--- config.mk ---
export PLATFORM = sky130hd
export DESIGN_NAME = alu_wb_sequencer_flat
export DESIGN_NICKNAME = d
export VERILOG_FILES = /design/src/rtl/alu_pkg.sv /design/src/rtl/alu_wb_sequencer_if.sv /design/src/rtl/alu_wb_sequencer.sv /design/src/flat_wrapper.sv
export SDC_FILE = /design/constraint.sdc
export NUM_CORES = 1
export LEC_CHECK = 0
export CORE_UTILIZATION = 40
export DETAILED_ROUTE_END_ITERATION = 8
export GPL_TIMING_DRIVEN = 0
export PLACE_DENSITY = 0.78
export SLEW_MARGIN = 40
export SYNTH_ARGS = -nofsm -noshare
export SYNTH_HDL_FRONTEND = slang
export SYNTH_SLANG_ARGS = --single-unit
--- constraint.sdc ---
create_clock -name clk -period 1.85 [get_ports clk]
set_input_delay 0.37 -clock clk [delete_from_list [all_inputs] [get_ports clk]]
set_output_delay 0.37 -clock clk [all_outputs]
set_load 0.02 [all_outputs]
--- src/rtl/alu_pkg.sv ---
// ---------------------------------------------------------------------------
// alu_pkg
// Shared definitions for the ALU result path: control code constants, the
// write-back sequencer state enum, and small decode helpers used by both the
// instruction decoder and the write-back sequencer.
// ---------------------------------------------------------------------------
package alu_pkg;

    localparam int CTRL_W = 4;

    typedef logic [CTRL_W-1:0] ctrl_t;

    localparam ctrl_t ALU_ADD   = 4'h1;
    localparam ctrl_t ALU_SUB   = 4'h2;
    localparam ctrl_t ALU_MUL   = 4'h4;
    localparam ctrl_t ALU_DIV   = 4'h8;
    localparam ctrl_t ALU_ANDI  = 4'hC;
    localparam ctrl_t ALU_ORI   = 4'hE;
    localparam ctrl_t ALU_ADDNF = 4'hF;

    typedef enum logic {
        ST_IDLE   = 1'b0,
        ST_SECOND = 1'b1
    } seq_state_t;

    // MUL and DIV produce a secondary result that lands in R0.
    function automatic logic is_two_write(input ctrl_t ctrl);
        return (ctrl == ALU_MUL) || (ctrl == ALU_DIV);
    endfunction

    // Only the add/subtract family suppresses its write on overflow.
    function automatic logic is_ovf_checked(input ctrl_t ctrl);
        return (ctrl == ALU_ADD) || (ctrl == ALU_SUB) || (ctrl == ALU_ADDNF);
    endfunction

    // Logic-immediate operations always write and never overflow.
    function automatic logic is_logic_imm(input ctrl_t ctrl);
        return (ctrl == ALU_ANDI) || (ctrl == ALU_ORI);
    endfunction

endpackage

--- src/rtl/alu_wb_sequencer_if.sv ---
// ---------------------------------------------------------------------------
// alu_wb_sequencer_if
// Handshake bundle between the execute stage and the write-back sequencer.
//   in_valid  : execute presents a completed operation
//   in_ready  : sequencer can accept (transfer on valid && ready)
//   in_ctrl   : ALU control code
//   in_rd     : destination register
//   in_result : primary result
//   in_r0     : secondary result (high product / remainder)
//   in_ovf    : ALU overflow flag for this operation
// master = execute stage, slave = sequencer.
// ---------------------------------------------------------------------------
interface alu_wb_sequencer_if
    import alu_pkg::*;
#(
    parameter int DATA_W = 16,
    parameter int ADDR_W = 4
);

    logic              in_valid;
    logic              in_ready;
    ctrl_t             in_ctrl;
    logic [ADDR_W-1:0] in_rd;
    logic [DATA_W-1:0] in_result;
    logic [DATA_W-1:0] in_r0;
    logic              in_ovf;

    modport master (
        output in_valid,
        input  in_ready,
        output in_ctrl,
        output in_rd,
        output in_result,
        output in_r0,
        output in_ovf
    );

    modport slave (
        input  in_valid,
        output in_ready,
        input  in_ctrl,
        input  in_rd,
        input  in_result,
        input  in_r0,
        input  in_ovf
    );

endinterface

--- src/rtl/alu_wb_sequencer.sv ---
// ---------------------------------------------------------------------------
// alu_wb_sequencer
// Sequences completed ALU operations into a single-write-port register file.
// Single-result operations write once; MUL/DIV write the primary result to
// Rd and then the secondary result to R0 on the following cycle, stalling
// execute for that one cycle.
//
// Ports:
//   clk, rst    : clock, synchronous active-high reset
//   exe         : execute-side handshake (slave modport)
//   wr_en       : register file write strobe
//   wr_addr     : register file write address
//   wr_data     : register file write data
//   ovf_pulse   : one-cycle pulse when an overflowing op retires
//   ovf_sticky  : sticky overflow status
//   ovf_clr     : clears ovf_sticky (a simultaneous new overflow wins)
//   retire_cnt  : 16-bit wrapping count of accepted operations
// ---------------------------------------------------------------------------
module alu_wb_sequencer
    import alu_pkg::*;
#(
    parameter int DATA_W  = 16,
    parameter int ADDR_W  = 4,
    parameter int R0_ADDR = 0
) (
    input  logic              clk,
    input  logic              rst,
    alu_wb_sequencer_if.slave exe,
    output logic              wr_en,
    output logic [ADDR_W-1:0] wr_addr,
    output logic [DATA_W-1:0] wr_data,
    output logic              ovf_pulse,
    output logic              ovf_sticky,
    input  logic              ovf_clr,
    output logic [15:0]       retire_cnt
);

    localparam logic [ADDR_W-1:0] R0 = ADDR_W'(R0_ADDR);

    seq_state_t        state;
    seq_state_t        state_next;
    logic              ready;
    logic              xfer;
    logic [DATA_W-1:0] r0_hold;
    logic [DATA_W-1:0] r0_hold_next;
    logic              wr_en_next;
    logic [ADDR_W-1:0] wr_addr_next;
    logic [DATA_W-1:0] wr_data_next;
    logic              ovf_pulse_next;
    logic              ovf_sticky_next;
    logic [15:0]       retire_cnt_next;

    // Execute is only stalled during the R0 write slot.
    assign ready        = (state == ST_IDLE);
    assign exe.in_ready = ready;
    assign xfer         = exe.in_valid && ready;

    always_ff @(posedge clk) begin
        if (rst) begin
            state      <= ST_IDLE;
            r0_hold    <= '0;
            wr_en      <= 1'b0;
            wr_addr    <= '0;
            wr_data    <= '0;
            ovf_pulse  <= 1'b0;
            ovf_sticky <= 1'b0;
            retire_cnt <= '0;
        end else begin
            state      <= state_next;
            r0_hold    <= r0_hold_next;
            wr_en      <= wr_en_next;
            wr_addr    <= wr_addr_next;
            wr_data    <= wr_data_next;
            ovf_pulse  <= ovf_pulse_next;
            ovf_sticky <= ovf_sticky_next;
            retire_cnt <= retire_cnt_next;
        end
    end

    // Address/data hold their last value when no write is issued so the
    // register file bus only toggles on real writes.
    always_comb begin
        state_next     = state;
        r0_hold_next   = r0_hold;
        wr_en_next     = 1'b0;
        wr_addr_next   = wr_addr;
        wr_data_next   = wr_data;
        ovf_pulse_next = 1'b0;

        case (state)
            ST_IDLE: begin
                if (xfer) begin
                    if (is_two_write(exe.in_ctrl)) begin
                        wr_en_next   = 1'b1;
                        wr_addr_next = exe.in_rd;
                        wr_data_next = exe.in_result;
                        r0_hold_next = exe.in_r0;
                        state_next   = ST_SECOND;
                    end else if (is_ovf_checked(exe.in_ctrl)) begin
                        if (exe.in_ovf) begin
                            ovf_pulse_next = 1'b1;
                        end else begin
                            wr_en_next   = 1'b1;
                            wr_addr_next = exe.in_rd;
                            wr_data_next = exe.in_result;
                        end
                    end else if (is_logic_imm(exe.in_ctrl)) begin
                        wr_en_next   = 1'b1;
                        wr_addr_next = exe.in_rd;
                        wr_data_next = exe.in_result;
                    end
                end
            end
            ST_SECOND: begin
                wr_en_next   = 1'b1;
                wr_addr_next = R0;
                wr_data_next = r0_hold;
                state_next   = ST_IDLE;
            end
            default: begin
                state_next = ST_IDLE;
            end
        endcase
    end

    // A new overflow takes priority over a clear arriving in the same cycle.
    always_comb begin
        ovf_sticky_next = ovf_sticky;
        if (ovf_pulse_next) begin
            ovf_sticky_next = 1'b1;
        end else if (ovf_clr) begin
            ovf_sticky_next = 1'b0;
        end
    end

    // Every accepted operation counts, including dropped and overflowing ones.
    always_comb begin
        retire_cnt_next = retire_cnt;
        if (xfer) begin
            retire_cnt_next = retire_cnt + 16'd1;
        end
    end

endmodule

--- src/flat_wrapper.sv ---
// flat-port wrapper written by rule: the top's interface ports become plain ports
module alu_wb_sequencer_flat import alu_pkg::*;
#(
    parameter int DATA_W  = 16,
    parameter int ADDR_W  = 4,
    parameter int R0_ADDR = 0
)
  (clk, rst, wr_en, wr_addr, wr_data, ovf_pulse, ovf_sticky, ovf_clr, retire_cnt, exe_in_valid, exe_in_ready, exe_in_ctrl, exe_in_rd, exe_in_result, exe_in_r0, exe_in_ovf);
  alu_wb_sequencer_if #(.DATA_W(DATA_W), .ADDR_W(ADDR_W)) exe_i ();
  input  logic clk;
  input  logic rst;
  output logic wr_en;
  output logic [ADDR_W-1:0] wr_addr;
  output logic [DATA_W-1:0] wr_data;
  output logic ovf_pulse;
  output logic ovf_sticky;
  input  logic ovf_clr;
  output logic [15:0] retire_cnt;
  input wire logic [$bits(exe_i.in_valid)-1:0] exe_in_valid;
  output wire logic [$bits(exe_i.in_ready)-1:0] exe_in_ready;
  input wire logic [$bits(exe_i.in_ctrl)-1:0] exe_in_ctrl;
  input wire logic [$bits(exe_i.in_rd)-1:0] exe_in_rd;
  input wire logic [$bits(exe_i.in_result)-1:0] exe_in_result;
  input wire logic [$bits(exe_i.in_r0)-1:0] exe_in_r0;
  input wire logic [$bits(exe_i.in_ovf)-1:0] exe_in_ovf;
  assign exe_i.in_valid = exe_in_valid;
  assign exe_in_ready = exe_i.in_ready;
  assign exe_i.in_ctrl = exe_in_ctrl;
  assign exe_i.in_rd = exe_in_rd;
  assign exe_i.in_result = exe_in_result;
  assign exe_i.in_r0 = exe_in_r0;
  assign exe_i.in_ovf = exe_in_ovf;
  alu_wb_sequencer #(.DATA_W(DATA_W), .ADDR_W(ADDR_W), .R0_ADDR(R0_ADDR)) u_core (.clk(clk), .rst(rst), .exe(exe_i), .wr_en(wr_en), .wr_addr(wr_addr), .wr_data(wr_data), .ovf_pulse(ovf_pulse), .ovf_sticky(ovf_sticky), .ovf_clr(ovf_clr), .retire_cnt(retire_cnt));
endmodule
# [Word level (Yosys, flattened, before mapping)]
# Index checks and enable logic that the tools add are counted.
[word_totals] regBits=56 out_inout_bits=40 in_bits=45 wordCells=56
[op_classes] n_addsub=1 reduce_logical=8 eq_ne=10 n_mux=28 bitwise=1
[op_table] operator="$mux 16" n=5
[op_table] operator="$pmux 16 s2" n=1
[op_table] operator="$mux 4" n=5
[op_table] operator="$add 16x1->16 const B" n=1
[op_table] operator="$eq 4x4->1 const B" n=4
[op_table] operator="$mux 1" n=14
[op_table] operator="$ne 4x4->1 const B" n=2
[op_table] operator="$pmux 4 s2" n=1
[op_table] operator="$reduce_and 3->1" n=2
[op_table] operator="$eq 4x1->1 const B" n=1
[op_table] operator="$eq 4x2->1 const B" n=1
[op_table] operator="$eq 4x3->1 const B" n=1
[op_table] operator="$logic_or 1x1->1" n=4
[op_table] operator="$pmux 1 s2" n=2
[op_table] operator="$ne 2x2->1 const B" n=1
[op_table] operator="$reduce_bool 2->1" n=1
[op_table] operator="$logic_and 1x1->1" n=1
[op_table] operator="$not 1->1" n=1

# [Longest topological paths before layout]
# Gate-level depths: netlist of the first run.
[logic_depth] ltp_word=8 mapped_depth=7 depth_no_buf=5

# [Least setup slack after synthesis of the first run]
# OpenSTA, ideal clock, no wires.
[synth_path] path_kind="input to register" from="in exe_in_ctrl[3]" to="reg u_core.wr_data[10]" slack_ps=-81 path_stages=6 setup_ps=119 arrival_time_ps=1812 n_path_buf=2 required_ps=1731 path_cell_list="buf_6 or4b_1 o21ai_0 o21ai_2 buf_2 o221a_2"
[synth_via] elab_chain_cells=7 word_cells_on_any_way=18 classes_between="eq/ne (9); mux (4); reduce/logical (5)"
[synth_lines] element="from (decl)" line="flat_wrapper.sv:21" source="input wire logic [$bits(exe_i.in_ctrl)-1:0] exe_in_ctrl;"
[synth_lines] element="$eq 4x1->1 / $eq 4x2->1 (equally long branches)" line="alu_pkg.sv:33" source="return (ctrl == ALU_ADD) || (ctrl == ALU_SUB) || (ctrl == ALU_ADDNF);"
[synth_lines] element="$logic_or 1x1->1 (2 in series)" line="alu_pkg.sv:33"
[synth_lines] element="$mux 16" line="alu_wb_sequencer.sv:99" source="end else if (is_ovf_checked(exe.in_ctrl)) begin"
[synth_lines] element="$mux 16" line="alu_wb_sequencer.sv:93" source="if (is_two_write(exe.in_ctrl)) begin"
[synth_lines] element="$mux 16" line="alu_wb_sequencer.sv:92" source="if (xfer) begin"
[synth_lines] element="$pmux 16 s2" line="alu_wb_sequencer.sv:90" source="case (state)"
[synth_lines] element="to (signal assigned)" line="alu_wb_sequencer.sv:73" source="wr_data <= wr_data_next;"
[synth_lines] element="to (decl)" line="alu_wb_sequencer.sv:31" source="output logic [DATA_W-1:0] wr_data,"
# Parallel ways exist; a longest one is shown, timed or not. The select of a mux whose other input is x is not followed.
# A chain may end at the register's enable or synchronous reset.

# [Worst setup path in the final report of the first run]
[layout_path] from="reg u_core.retire_cnt[10]" to="out retire_cnt[10]"
[layout_rtl] element="from (decl)" line="alu_wb_sequencer.sv:35" source="output logic [15:0] retire_cnt"
[layout_rtl] element="from (signal assigned)" line="alu_wb_sequencer.sv:76" source="retire_cnt <= retire_cnt_next;"
[layout_rtl] element="to (decl)" line="flat_wrapper.sv:18" source="output logic [15:0] retire_cnt;"
# No word-level cell between the ends.

==> results.cfg, run 1 <==
[die]
rows = 27
die_area_um2 = 6346
die_w_um = 79.66
io_pins = 85
die_y_um = 79.66
core-area_um2 = 5675
initial_core_util_pct = 42.50

[grt]
antenna_found_initial = 0
grt_pass1_wl_um = 9832
grt_max_degree = 20
overflow = 0
use_met2_pct = 32.31
gr-usage-met1_pct = 25.55
grt.met3_usage_pct = 4.229
grt.total_usage_pct = 20.08
grt_pass1_vias = 2082
grt_most_used_layer = met2

[final_layout]
filler_cell_count = 481
diodes = 0
nets = 402
final_cell_mix = clkdlybuf4s50_1, dfxtp_1, nor2_1
area_growth_pct = 46.94
multi_input_area_um2 = 1164
drive_above_1_share_pct = 15.97
final_common_cell = clkdlybuf4s50_1
ff_latch_area_um2 = 1124

[power]
irDropWorstVdd_v = 0.0003547
powerDensity_nw_per_um2 = 692.8
p_leak_nw = 1.369
p_total_mw = 2.456

[setup_path]
r2r-start = u_core.retire_cnt[6]$_SDFFE_PP0P_
critPathKind = reg -> out
endpoint_kind = primary output
cp_cell_sequence = clkdlybuf4s50_1
cp.required_ns = 1.48
slowest_delay_ns = 0.65
crit_arrival_ns = 1.42
crit_path_max_fanout = 6
startpoint = u_core.retire_cnt[10]$_SDFFE_PP0P_
cp-start-kind = register
cp_num_buf_inv = 1
crit_family = buffers and inverters
cp_slowest_cell = clkdlybuf4s50_1

[routing]
drtIter0Drc = 102
viasPerCell = 5.214
wire_per_inst_um = 14.74
vias = 2237
drt_first_pass_iters = 4
drcViolationCount = 0
routed_wl_um = 6322
antenna_left = 0

[sta]
period_share_pct = 96.56
hold_viol_final = 0
min_period_ns = 1.786
setup_viol = 0
drv_slew = 0
max-slew-margin-rel_pct = 66.53
fmax_mhz = 559.8
finalSetupTns_ns = 0
clock_skew_ns = 0.009533
worst_pin_slew_ns = 0.5020

[yosys]
synth_fp_nets = 303
synth_edf_count = 0
ys_seq_elements = 56
syn_avg_cell_area_um2 = 9.386
seq_area_frac_synth_pct = 46.47
synth_cell_types = 39
yosys_warnings = 0
synthCells = 257
async_flop_share_pct = 0
synth_area_um2 = 2412
synth-main-ff-cell = dfxtp_1

[placed_design]
portBuffers = 82
gp_congestion = 0.8544
dp.final_hpwl_um = 4628

[clock_network]
cts_hold_buf = 0
clockBufferDepth = 2
cts_tree = built
cts.sinks = 56
cts_made_buffers = 5
path_clk_slew_ns = 0.11
htreeDepth = 2
clock_latency_ns = 0.32
root_buffer = clkbuf_8

[min_path]
hold_class = reg -> reg
min-delay-start = u_core.wr_addr[3]$_SDFFE_PP0P_

[job]
drv_cap = 0

[status]
outcome = complete, no violations
==> state kept, by name (all words and copies together), names as in the netlist <==
signal,count
u_core.state,1
u_core.retire_cnt,16
u_core.r0_hold,16
u_core.wr_addr,4
u_core.ovf_pulse,1
u_core.ovf_sticky,1
u_core.wr_en,1
u_core.wr_data,16
==> power breakdown <==
part / internal (mW) / total (mW) / switching [mW]
Combinational: 0.257 / 0.466 / 0.209
Sequential: 1.26 / 1.29 / 0.0344
Clock: 0.277 / 0.698 / 0.421
==> final timing paths <==
path	endpoint	slack (ns)	depth (start not counted)
worst max-delay path	retire_cnt[10]	0.06	1
worst min-delay path	u_core.wr_addr[3]$_SDFFE_PP0P_	0.47	2
worst max register to register	u_core.retire_cnt[14]$_SDFFE_PP0P_	0.07	4
worst min register to register	u_core.wr_addr[3]$_SDFFE_PP0P_	0.47	2
==> cell type report <==
class                           count  share of cell area [%]
Multi-Input combinational cell    166                   32.83
Sequential cell                    56                   31.70
Timing Repair Buffer               92                   25.13
Buffer                             15                   2.930
Tap cell                           72                   2.541
Inverter                           20                   2.224
Clock buffer                        5                   1.941
Clock inverter                      3                  0.7060
==> cells in the mapped netlist (2+ instances only) <==
cell type | instances | share of area (%)
or4_1 | 2 | 0.62
xnor2_1 | 9 | 3.3
nor3_1 | 3 | 0.62
nand3_1 | 4 | 0.83
or4b_1 | 3 | 1.2
o221a_2 | 17 | 7.9
nor2b_1 | 2 | 0.52
dfxtp_1 | 56 | 46
nand2_1 | 6 | 0.93
nand2b_1 | 2 | 0.52
inv_1 | 20 | 3.1
xor2_1 | 4 | 1.5
o21ai_0 | 3 | 0.62
nand4_1 | 12 | 3.1
buf_2 | 4 | 0.83
or3_1 | 2 | 0.52
nor4_1 | 2 | 0.52
clkbuf_1 | 9 | 1.4
nor2_1 | 35 | 5.4
mux2i_1 | 17 | 7.1
a21oi_1 | 24 | 5.0
o211ai_1 | 4 | 1.2
==> cell families (layout without fill, tap and decap cells) <==
group	after synthesis	in the layout	share of synthesized area (%)
and+or+nand+nor	78	78	16.81
AOI/OAI and AO/OA	56	56	17.53
DFF	56	56	46.47
buffers and inverters	35	135	6.431
muxes	18	18	7.521
xor gates and xnor gates	13	13	4.720
adders and majority gates	1	1	0.5186
==> stage by stage <==
step                      instances  cell area [um^2]  hold slack (ns)  setup WS, ns  util (%)
final                           429              3545           0.4738       0.06371     62.46
after global routing            429              3545           0.5026     -0.004164     62.46
after CTS                       424              3505           0.4785     0.0002365     61.75
after detailed placement        411              3323           0.4623       -0.7071     58.55
after global placement          411              3323           0.4593       -0.6809     58.55
after floorplan                 257              2412           0.4634      -0.06095         -
==> routing by layer <==
metal  vias up  share of wire [%]
met4         0                2.3
met1      1030                 45
li1       1121                  -
met5         -                  0
met2        73                 47
met3        13                6.0
==> timing repair <==
| item | 4_1_cts | 5_1_grt |
|---|---|---|
| gates resized for setup | 20 | 9 |
| gates cloned | 1 | 0 |
| pin swaps | 1 | 2 |
| buffers inserted | 4 | 5 |
| setup endpoints to repair | 40 | 22 |
No activity file was read; power rests on OpenSTA's default activity.
==> inputs of run 2 (changes only) <==
Settings changed: CORE_ASPECT_RATIO set to 0.7, HOLD_SLACK_MARGIN set to 0.12.
==> run 2 against run 1 <==
Against the previous run: first-iteration DRC count is 26% lower; critical endpoint is now retire_cnt[5]; clock skew hardly changed; highest routed layer unchanged; largest cell class unchanged; sequential share of layout area grew 0.14 points; register-to-register slack better by 0.04 ns; die area barely moved; routed wire length is 2.8% higher.
==> results.cfg, run 2 (same netlist as run 1, synthesis figures left out) <==
[routing]
drtIter0Drc = 75
routed_wl_um = 6496
antenna_left = 0
drt_first_pass_iters = 5
wire_per_inst_um = 15.21
drcViolationCount = 0
vias = 2241
viasPerCell = 5.248

[setup_path]
crit_path_max_fanout = 6
r2r_setup_slack_ns = 0.11
endpoint_kind = primary output
cp_num_buf_inv = 1
critPathKind = reg -> out
crit_family = buffers and inverters
cp-start-kind = register
cp_slowest_cell = clkdlybuf4s50_1
cp.required_ns = 1.48
crit_arrival_ns = 1.39
cp_cell_sequence = clkdlybuf4s50_1
slowest_delay_ns = 0.64

[power]
irDropWorstVdd_v = 0.0003320
powerDensity_nw_per_um2 = 723.4
p_total_mw = 2.547
p_leak_nw = 1.346

[clock_network]
clock_latency_ns = 0.31
cts_hold_buf = 0
root_buffer = clkbuf_8
path_clk_slew_ns = 0.11
htreeDepth = 2
cts_made_buffers = 5
cts_tree = built
cts.sinks = 56
clockBufferDepth = 2

[final_layout]
drive_above_1_share_pct = 14.49
filler_cell_count = 511
nets = 397
area_growth_pct = 45.95
stdcell_count = 427
diodes = 0
final_common_cell = clkdlybuf4s50_1
reg_top3 = u_core.r0_hold: 16 flops, u_core.retire_cnt: 16 flops, u_core.wr_data: 16 flops
multi_input_area_um2 = 1166
utilization_pct = 61.17
final_cell_mix = clkdlybuf4s50_1, dfxtp_1, nor2_1
ff_latch_area_um2 = 1121
design_area_um2 = 3521

[sta]
whs_ns = 0.4744
finalSetupTns_ns = 0
max-slew-margin-rel_pct = 65.19
worst_pin_slew_ns = 0.5222
min_period_ns = 1.763
fmax_mhz = 567.2
period_share_pct = 95.29
hold_viol_final = 0
postLayoutSetupSlackWorst_ns = 0.08705
setup_viol = 0
rsz0062_at_grt = no
drv_slew = 0
clock_skew_ns = 0.009670

[grt]
use_met2_pct = 31.74
grt_pass1_wl_um = 9963
grt_most_used_layer = met2
grt.total_usage_pct = 20.69
antenna_found_initial = 0
grt_pass1_vias = 2042
grt.met3_usage_pct = 5.251
grt_max_degree = 18
overflow = 0
gr-usage-met1_pct = 28.91

[die]
die_y_um = 66.98
initial_core_util_pct = 41.91
rows = 23
die_w_um = 94.82
core-area_um2 = 5756
die_area_um2 = 6351
io_pins = 85

[placed_design]
pre_cts_slack_ns = -0.7368
dp.final_hpwl_um = 4810
gp_congestion = 0.7872
dpl-instance-area_um2 = 3327
portBuffers = 82
dpl.cell_count = 414

[job]
drv_cap = 0

[status]
outcome = complete, no violations

[min_path]
hold_class = reg -> reg
## run 2: repair_timing
action                                  CTS  global route
setup buffers                             4             0
cloned                                    1             0
gates resized for setup                  22             7
endpoints found under the setup margin   42            23
pin swaps                                 2             0
## run 2: layout make-up
class,count,share of cell area (%)
multi-input cells,166,33.12
flip-flops and latches,56,31.84
repair buffers,87,24.13
plain buffers,15,2.950
well taps,75,2.665
inverters,20,2.132
clock buffers,5,1.955
clock inverters,3,1.208
## run 2: final timing paths
| check | from | depth (start not counted) | to |
|---|---|---|---|
| worst max-delay path | u_core.retire_cnt[5]$_SDFFE_PP0P_ | 1 | retire_cnt[5] |
| worst min-delay path | u_core.wr_addr[2]$_SDFFE_PP0P_ | 2 | u_core.wr_addr[2]$_SDFFE_PP0P_ |
| worst max register to register | u_core.retire_cnt[5]$_SDFFE_PP0P_ | 4 | u_core.retire_cnt[14]$_SDFFE_PP0P_ |
| worst min register to register | u_core.wr_addr[2]$_SDFFE_PP0P_ | 2 | u_core.wr_addr[2]$_SDFFE_PP0P_ |
## run 2: report_power, final
part / internal (mW) / switching, mW
Clock: 0.401 / 0.403
Sequential: 1.26 / 0.0336
Combinational: 0.245 / 0.206
## run 2: metal layers
metal / share of wire (%) / vias up / wire [um]
met3: 6.9 / 4 / 446
met4: 0.82 / 0 / 53
li1: - / 1108 / -
met2: 44 / 75 / 2857
met5: 0 / - / 0
met1: 48 / 1054 / 3140
==> inputs of run 3 (changes only) <==
Settings changed: CAP_MARGIN set to 40.
==> results of run 3 <==
Same layout as run 2: the final DEF is identical, and so are final timing and power.
